<file path="src/rtl/pcs_tx_ordered_set_pkg.sv">
// Shared constants for the 1000BASE-X PCS transmit ordered-set generator:
// xmit encodings, special/data octets, state encoding and config-set helpers.
package pcs_tx_ordered_set_pkg;

  localparam logic [2:0] XMIT_CONFIG = 3'b001;
  localparam logic [2:0] XMIT_IDLE   = 3'b010;
  localparam logic [2:0] XMIT_DATA   = 3'b100;

  localparam logic [7:0] K28_5 = 8'hBC;
  localparam logic [7:0] K27_7 = 8'hFB;
  localparam logic [7:0] K29_7 = 8'hFD;
  localparam logic [7:0] K23_7 = 8'hF7;
  localparam logic [7:0] K30_7 = 8'hFE;
  localparam logic [7:0] D21_5 = 8'hB5;
  localparam logic [7:0] D2_2  = 8'h42;
  localparam logic [7:0] D16_2 = 8'h50;

  typedef enum logic [2:0] {
    ST_IDLE_K,
    ST_IDLE_D,
    ST_CFG,
    ST_SOP,
    ST_DATA,
    ST_EOP_T,
    ST_EOP_R1,
    ST_EOP_R2
  } tx_state_e;

  typedef enum logic [1:0] {
    MODE_IDLE,
    MODE_CONFIG,
    MODE_DATA
  } xmit_mode_e;

  // Anything that is not a clean one-hot CONFIG/DATA code behaves as IDLE.
  function automatic xmit_mode_e decode_xmit(input logic [2:0] xmit_code);
    xmit_mode_e mode;
    case (xmit_code)
      XMIT_CONFIG: mode = MODE_CONFIG;
      XMIT_DATA:   mode = MODE_DATA;
      XMIT_IDLE:   mode = MODE_IDLE;
      default:     mode = MODE_IDLE;
    endcase
    return mode;
  endfunction

  // Octet for slot idx of the 8-slot /C1/ /C2/ cycle; bit 2 selects /C2/.
  function automatic logic [7:0] cfg_octet(input logic [2:0] idx, input logic [15:0] cfg_word);
    logic [7:0] octet;
    case (idx[1:0])
      2'd0:    octet = K28_5;
      2'd1:    octet = idx[2] ? D2_2 : D21_5;
      2'd2:    octet = cfg_word[7:0];
      2'd3:    octet = cfg_word[15:8];
      default: octet = K28_5;
    endcase
    return octet;
  endfunction

endpackage

</file>
<file path="src/rtl/pcs_tx_ordered_set_if.sv">
// GMII transmit inputs and pre-8b/10b code-group outputs of the PCS transmit stage.
// master drives GMII (MAC side), slave is the PCS transmit block.
interface pcs_tx_ordered_set_if;
  logic [7:0] TXD;
  logic       TX_EN;
  logic       TX_ER;
  logic [2:0] xmit;
  logic [7:0] tx_code_group;
  logic       tx_is_k;
  logic       tx_even;
  logic       transmitting;

  modport master (
    output TXD, TX_EN, TX_ER, xmit,
    input  tx_code_group, tx_is_k, tx_even, transmitting
  );

  modport slave (
    input  TXD, TX_EN, TX_ER, xmit,
    output tx_code_group, tx_is_k, tx_even, transmitting
  );
endinterface

</file>
<file path="src/rtl/pcs_tx_ordered_set.sv">
// 1000BASE-X PCS transmit ordered-set generator: one registered code-group per GTX_CLK
// carrying /I2/, /C1/C2/, /S/ data /T/ /R/ and /V/ with even/odd slot alignment.
module pcs_tx_ordered_set
  import pcs_tx_ordered_set_pkg::*;
#(
  parameter logic [15:0] CFG_REG = 16'h0000,
  parameter logic [7:0]  IDLE_D  = D16_2
) (
  input logic                 GTX_CLK,
  input logic                 mr_main_reset,
  pcs_tx_ordered_set_if.slave gmii
);

  tx_state_e  state_r;
  logic [2:0] cfg_cnt_r;
  logic       tx_en_prev_r;
  logic       sop_pend_r;
  logic [7:0] code_r;
  logic       is_k_r;
  logic       even_r;
  logic       transmitting_r;

  xmit_mode_e mode_s;
  logic       next_even_s;
  logic       rising_s;
  logic       start_ok_s;
  logic       in_frame_s;
  logic [2:0] cfg_next_s;

  tx_state_e  bnd_state_s;
  logic [7:0] bnd_code_s;
  logic       bnd_k_s;
  logic       bnd_tx_s;
  logic [2:0] bnd_cnt_s;

  tx_state_e  state_s;
  logic [2:0] cfg_cnt_s;
  logic       sop_pend_s;
  logic [7:0] code_s;
  logic       is_k_s;
  logic       transmitting_s;

  // Input qualification shared by every state.
  always_comb begin
    mode_s      = decode_xmit(gmii.xmit);
    next_even_s = ~even_r;
    rising_s    = gmii.TX_EN & ~tx_en_prev_r;
    start_ok_s  = (mode_s == MODE_DATA) && gmii.TX_EN && (rising_s || sop_pend_r);
    in_frame_s  = (state_r == ST_SOP) || (state_r == ST_DATA);
    cfg_next_s  = cfg_cnt_r + 3'd1;
  end

  // Choice of the next ordered set at an even-slot boundary.
  always_comb begin
    bnd_state_s = ST_IDLE_K;
    bnd_code_s  = K28_5;
    bnd_k_s     = 1'b1;
    bnd_tx_s    = 1'b0;
    bnd_cnt_s   = 3'd0;
    if (start_ok_s) begin
      bnd_state_s = ST_SOP;
      bnd_code_s  = K27_7;
      bnd_tx_s    = 1'b1;
    end else if (mode_s == MODE_CONFIG) begin
      bnd_state_s = ST_CFG;
    end else begin
      bnd_state_s = ST_IDLE_K;
    end
  end

  // Next code-group and state.
  always_comb begin
    state_s        = state_r;
    cfg_cnt_s      = cfg_cnt_r;
    code_s         = K28_5;
    is_k_s         = 1'b1;
    transmitting_s = 1'b0;

    case (state_r)
      ST_IDLE_K: begin
        state_s = ST_IDLE_D;
        code_s  = IDLE_D;
        is_k_s  = 1'b0;
      end
      ST_CFG: begin
        if ((cfg_cnt_r[1:0] == 2'b11) && (mode_s != MODE_CONFIG)) begin
          state_s        = bnd_state_s;
          code_s         = bnd_code_s;
          is_k_s         = bnd_k_s;
          transmitting_s = bnd_tx_s;
          cfg_cnt_s      = bnd_cnt_s;
        end else begin
          cfg_cnt_s = cfg_next_s;
          code_s    = cfg_octet(cfg_next_s, CFG_REG);
          is_k_s    = (cfg_next_s[1:0] == 2'b00);
        end
      end
      ST_SOP, ST_DATA: begin
        transmitting_s = 1'b1;
        // Leaving DATA mode terminates the frame exactly like TX_EN falling.
        if ((mode_s != MODE_DATA) || !gmii.TX_EN) begin
          state_s = ST_EOP_T;
          code_s  = K29_7;
        end else if (gmii.TX_ER) begin
          state_s = ST_DATA;
          code_s  = K30_7;
        end else begin
          state_s = ST_DATA;
          code_s  = gmii.TXD;
          is_k_s  = 1'b0;
        end
      end
      ST_EOP_T: begin
        state_s = ST_EOP_R1;
        code_s  = K23_7;
      end
      ST_EOP_R1: begin
        if (even_r) begin
          state_s = ST_EOP_R2;
          code_s  = K23_7;
        end else begin
          state_s        = bnd_state_s;
          code_s         = bnd_code_s;
          is_k_s         = bnd_k_s;
          transmitting_s = bnd_tx_s;
          cfg_cnt_s      = bnd_cnt_s;
        end
      end
      ST_IDLE_D, ST_EOP_R2: begin
        state_s        = bnd_state_s;
        code_s         = bnd_code_s;
        is_k_s         = bnd_k_s;
        transmitting_s = bnd_tx_s;
        cfg_cnt_s      = bnd_cnt_s;
      end
      default: begin
        state_s   = ST_IDLE_K;
        cfg_cnt_s = 3'd0;
      end
    endcase
  end

  // A start seen on an odd slot is remembered only until the following even slot.
  always_comb begin
    if (next_even_s) begin
      sop_pend_s = 1'b0;
    end else if (!in_frame_s && (mode_s == MODE_DATA) && rising_s) begin
      sop_pend_s = 1'b1;
    end else begin
      sop_pend_s = sop_pend_r;
    end
  end

  // State and registered code-group outputs.
  always_ff @(posedge GTX_CLK or posedge mr_main_reset) begin
    if (mr_main_reset) begin
      state_r        <= ST_IDLE_K;
      cfg_cnt_r      <= 3'd0;
      tx_en_prev_r   <= 1'b0;
      sop_pend_r     <= 1'b0;
      code_r         <= K28_5;
      is_k_r         <= 1'b1;
      even_r         <= 1'b1;
      transmitting_r <= 1'b0;
    end else begin
      state_r        <= state_s;
      cfg_cnt_r      <= cfg_cnt_s;
      tx_en_prev_r   <= gmii.TX_EN;
      sop_pend_r     <= sop_pend_s;
      code_r         <= code_s;
      is_k_r         <= is_k_s;
      even_r         <= next_even_s;
      transmitting_r <= transmitting_s;
    end
  end

  assign gmii.tx_code_group = code_r;
  assign gmii.tx_is_k       = is_k_r;
  assign gmii.tx_even       = even_r;
  assign gmii.transmitting  = transmitting_r;

endmodule

</file>
<file path="src/flat_wrapper.sv">
// flat-port wrapper written by rule: the top's interface ports become plain ports
module pcs_tx_ordered_set_flat import pcs_tx_ordered_set_pkg::*;
#(
  parameter logic [15:0] CFG_REG = 16'h0000,
  parameter logic [7:0]  IDLE_D  = D16_2
)
  (GTX_CLK, mr_main_reset, gmii_TXD, gmii_TX_EN, gmii_TX_ER, gmii_xmit, gmii_tx_code_group, gmii_tx_is_k, gmii_tx_even, gmii_transmitting);
  pcs_tx_ordered_set_if gmii_i ();
  input logic GTX_CLK;
  input logic mr_main_reset;
  input wire logic [$bits(gmii_i.TXD)-1:0] gmii_TXD;
  input wire logic [$bits(gmii_i.TX_EN)-1:0] gmii_TX_EN;
  input wire logic [$bits(gmii_i.TX_ER)-1:0] gmii_TX_ER;
  input wire logic [$bits(gmii_i.xmit)-1:0] gmii_xmit;
  output wire logic [$bits(gmii_i.tx_code_group)-1:0] gmii_tx_code_group;
  output wire logic [$bits(gmii_i.tx_is_k)-1:0] gmii_tx_is_k;
  output wire logic [$bits(gmii_i.tx_even)-1:0] gmii_tx_even;
  output wire logic [$bits(gmii_i.transmitting)-1:0] gmii_transmitting;
  assign gmii_i.TXD = gmii_TXD;
  assign gmii_i.TX_EN = gmii_TX_EN;
  assign gmii_i.TX_ER = gmii_TX_ER;
  assign gmii_i.xmit = gmii_xmit;
  assign gmii_tx_code_group = gmii_i.tx_code_group;
  assign gmii_tx_is_k = gmii_i.tx_is_k;
  assign gmii_tx_even = gmii_i.tx_even;
  assign gmii_transmitting = gmii_i.transmitting;
  pcs_tx_ordered_set #(.CFG_REG(CFG_REG), .IDLE_D(IDLE_D)) u_core (.GTX_CLK(GTX_CLK), .mr_main_reset(mr_main_reset), .gmii(gmii_i));
endmodule
</file>
<file path="config.mk">
export PLATFORM = sky130hd
export DESIGN_NAME = pcs_tx_ordered_set_flat
export DESIGN_NICKNAME = d
export VERILOG_FILES = /design/src/rtl/pcs_tx_ordered_set_pkg.sv /design/src/rtl/pcs_tx_ordered_set_if.sv /design/src/rtl/pcs_tx_ordered_set.sv /design/src/flat_wrapper.sv
export SDC_FILE = /design/constraint.sdc
export NUM_CORES = 1
export LEC_CHECK = 0
export CAP_MARGIN = 10
export CORE_UTILIZATION = 51
export DETAILED_ROUTE_END_ITERATION = 8
export PLACE_DENSITY = 0.83
export SYNTH_ARGS = -nofsm -noshare
export SYNTH_HDL_FRONTEND = slang
export SYNTH_SLANG_ARGS = --single-unit
</file>
<file path="constraint.sdc">
create_clock -name GTX_CLK -period 2.25 [get_ports GTX_CLK]
set_input_delay 0.45 -clock GTX_CLK [delete_from_list [all_inputs] [get_ports GTX_CLK]]
set_output_delay 0.45 -clock GTX_CLK [all_outputs]
set_load 0.05 [all_outputs]
</file>
==> summary.txt <==
Layout
  – Util after Layout: 68.5%
  – Nets: 190
  – Most frequent cells in the layout: clkdlybuf4s50_1, o21ai_0, dfrtp_1, nand2_1, inv_1
  – Final cell count without fillers: 199
  – Most common cell after layout, fill and taps aside: clkdlybuf4s50_1
  – Area growth syn-to-layout: 21.4%
  – Layout cell share with drive strength beyond 1: 13.5%
  – Filler cells: 183
  – Ant. Diodes: 0

Clock network
  – CTS root buffer: clkbuf_4
  – Worst-Skew Late Latency: 0.30 ns
  – H-tree Lvls: 1
  – Post-CTS resize count: 0
  – Clock sinks: 19
  – CTS tree: built
  – CTS clock-pin slew for the worst setup and hold paths: 0.11 ns
  – Post-CTS Setup Bufs: 0
  – Worst-case clock buffer depth: 2
  – Count of hold buffers inserted by post-cts repair: 0
  – CTS buffer count: 3

STA
  – FMAX: 0.460 GHz
  – Fin crit period: 2.18 ns
  – Worst slew pin tran: 0.742 ns
  – Setup Viol. Count Final: 0
  – TNS Setup: 0 ns
  – Final Hold Viols: 0
  – Slew HR: 50.5%
  – Fin crit share: 96.7%
  – Final Max Slew Viols: 0
  – Setup Skew: 0.00921 ns
  – RSZ-0062 raised after global routing: no

Routing
  – Drc violations: 0
  – Drt wl/cell: 16.5 um
  – Vias per cell: 6.33
  – Iteration-0 DRC Markers: 80
  – Routed Antenna Nets: 0
  – Total number of vias: 1260
  – DR pass1 iterations: 5
  – Routed Wire Length: 3290 um

Floorplanning
  – IO Pins: 26
  – Die area: 2740 um^2
  – Die X: 52.4 um
  – Core Rows: 17
  – Die Height: 52.4 um
  – Starting Density: 56.4%
  – Core area: 2300 um^2

Synthesis
  – Yosys warnings: 0
  – Cell Area, Synth: 1290 um^2
  – Number of enable flip-flop cells after synthesis: 0
  – Syn_area_per_cell: 8.87 um^2
  – Share of the synthesized area in the top cell type: 23.2%
  – Gate Count Post-Synth: 146
  – Register area share after synthesis: 37.4%
  – Library cells used by synthesis: 50
  – Area leader, netlist: dfrtp_1
  – Flops & latches, synth: 19
  – Post-synth ARST share: 100%
  – Synth Flop Type: dfrtp_1
  – Post-Syn Nets: 164
  – Synth area leaders: dfrtp_1, dfstp_2, o21ai_0

Critical path
  – Reg2Reg Capture Point: u_core.sop_pend_r$_DFFE_PP0P_
  – Worst Path Max Fanout: 7
  – FF-to-FF Start: u_core.state_r[2]$_DFFE_PP0P_
  – Worst EP required: 1.80 ns
  – Worst path top cell family by delay: buffers and inverters
  – Critical Path End Type: output pin
  – Startpoint Class: flip-flop
  – Worst r2r path cells: 4
  – Buf/Inv on CP: 1
  – Crit-path cells: clkdlybuf4s50_1
  – CP max stage delay: 0.82 ns
  – Crit path kind: flip-flop to output pin
  – Critical Path AT: 1.73 ns
  – Flop2flop setup slack: 0.41 ns
  – Slowest-stage cell, CP: clkdlybuf4s50_1

Hold path
  – WHS Endpoint: u_core.gmii.tx_even$_DFF_PP1_
  – Hold Path Class: flip-flop to flip-flop
  – Hold path depth: 1
  – Hold Crit Start: u_core.gmii.tx_even$_DFF_PP1_

GRT
  – Most Crowded Layer GR: met2
  – GRT Overall Usage: 28.0%
  – Met1 Usage GRT: 35.9%
  – Largest net degree at the start of global routing: 20
  – GR Layer Usage met3: 5.80%
  – Routing usage on met2: 45.4%
  – Vias in the first global route: 1211
  – Initial antenna violation count: 0
  – First-pass GRT wire length: 5560 um
  – Total congestion overflow: 0

Status
  – Status: finished clean

Place
  – Placer's final routability congestion estimate: 0.944
  – Cells after DPL: 195
  – Port Buffers: 25
  – Post-DP HPWL: 2380 um

Power and ir drop
  – Power Dens Cells: 1320 nW/um^2
  – Leakage: 0.646 nW
  – Peak supply drop: 0.752 mV

Run
  – Max-cap violation count: 0
-- cells by family after synthesis --
group	Yosys count	share of synthesized area (%)
fa+ha+maj	3	2.90
flops	19	37.4
simple gates	54	24.0
compound gates	48	25.0
buf+inv	19	8.50
mux	2	1.55
xor+xnor	1	0.676
-- synth_stat cells (all sizes together) (2+ instances only) --
library cell,n
clkbuf,3
dfstp,7
dfrtp,12
nor4,3
nand2,10
nor3,2
inv,10
nor2,9
nand2b,6
or2,2
ha,3
nand3,4
a21oi,8
a22oi,3
a221o,2
o21ai,17
nor3b,2
o211ai,4
buf,6
nor2b,5
and3,2
mux2i,2
-- area by class of cell --
type | instances | area [um^2] | share of cell area, %
inverters | 10 | 37.5 | 2.39
clock inverters | 1 | 5.00 | 0.318
clock buffers | 3 | 22.5 | 1.43
multi-input cells | 108 | 701 | 44.6
well taps | 28 | 35.0 | 2.23
flip-flops and latches | 19 | 484 | 30.8
repair buffers | 30 | 288 | 18.3
-- metal layers --
metal  part of all wire (%)  wire (um)
met5                      0          0
met2                     50       1630
met1                     39       1300
met4                    1.7         57
met3                    9.1        300
-- registers in the layout (all words and copies together), names as in the netlist --
name,cells
u_core.state_r,3
u_core.gmii.transmitting,1
u_core.gmii.tx_code_group,8
u_core.tx_en_prev_r,1
u_core.cfg_cnt_r,3
u_core.gmii.tx_even,1
u_core.gmii.tx_is_k,1
u_core.sop_pend_r,1
-- through the flow --
| step | setup WS, ns | power, mW | cell area, um^2 | hold WS [ns] |
|---|---|---|---|---|
| final | 0.0743 | 2.08 | 1570 | 0.507 |
| after global routing | 0.0144 | 2.24 | 1570 | 0.534 |
| after CTS | 0.0636 | 2.07 | 1570 | 0.510 |
| after detailed placement | 0.225 | 1.89 | 1550 | 0.482 |
| after global placement | 0.263 | 1.86 | 1550 | 0.475 |
| after floorplan | 0.612 | 1.58 | 1290 | 0.396 |
-- power breakdown --
group	total, mW	switching, mW	internal [mW]
Combinational	1.26	0.774	0.491
Clock	0.177	0.111	0.0662
Sequential	0.642	0.142	0.500
Total	2.08	1.03	1.06
-- how the worst max path moves through the flow --
stage / to / startpoint / slack [ns] / cells after the start
floorplan: u_core.gmii.tx_code_group[2]$_DFF_PP1_ / gmii_xmit[0] / 0.61 / 5
global placement: u_core.gmii.tx_code_group[2]$_DFF_PP1_ / gmii_xmit[1] / 0.26 / 5
detailed placement: u_core.state_r[0]$_DFFE_PP0P_ / gmii_xmit[1] / 0.22 / 7
CTS: gmii_tx_even / u_core.gmii.tx_even$_DFF_PP1_ / 0.06 / 1
global route: gmii_tx_even / u_core.gmii.tx_even$_DFF_PP1_ / 0.01 / 1
finish: gmii_tx_even / u_core.gmii.tx_even$_DFF_PP1_ / 0.07 / 1
No activity file was read; power rests on OpenSTA's default activity.
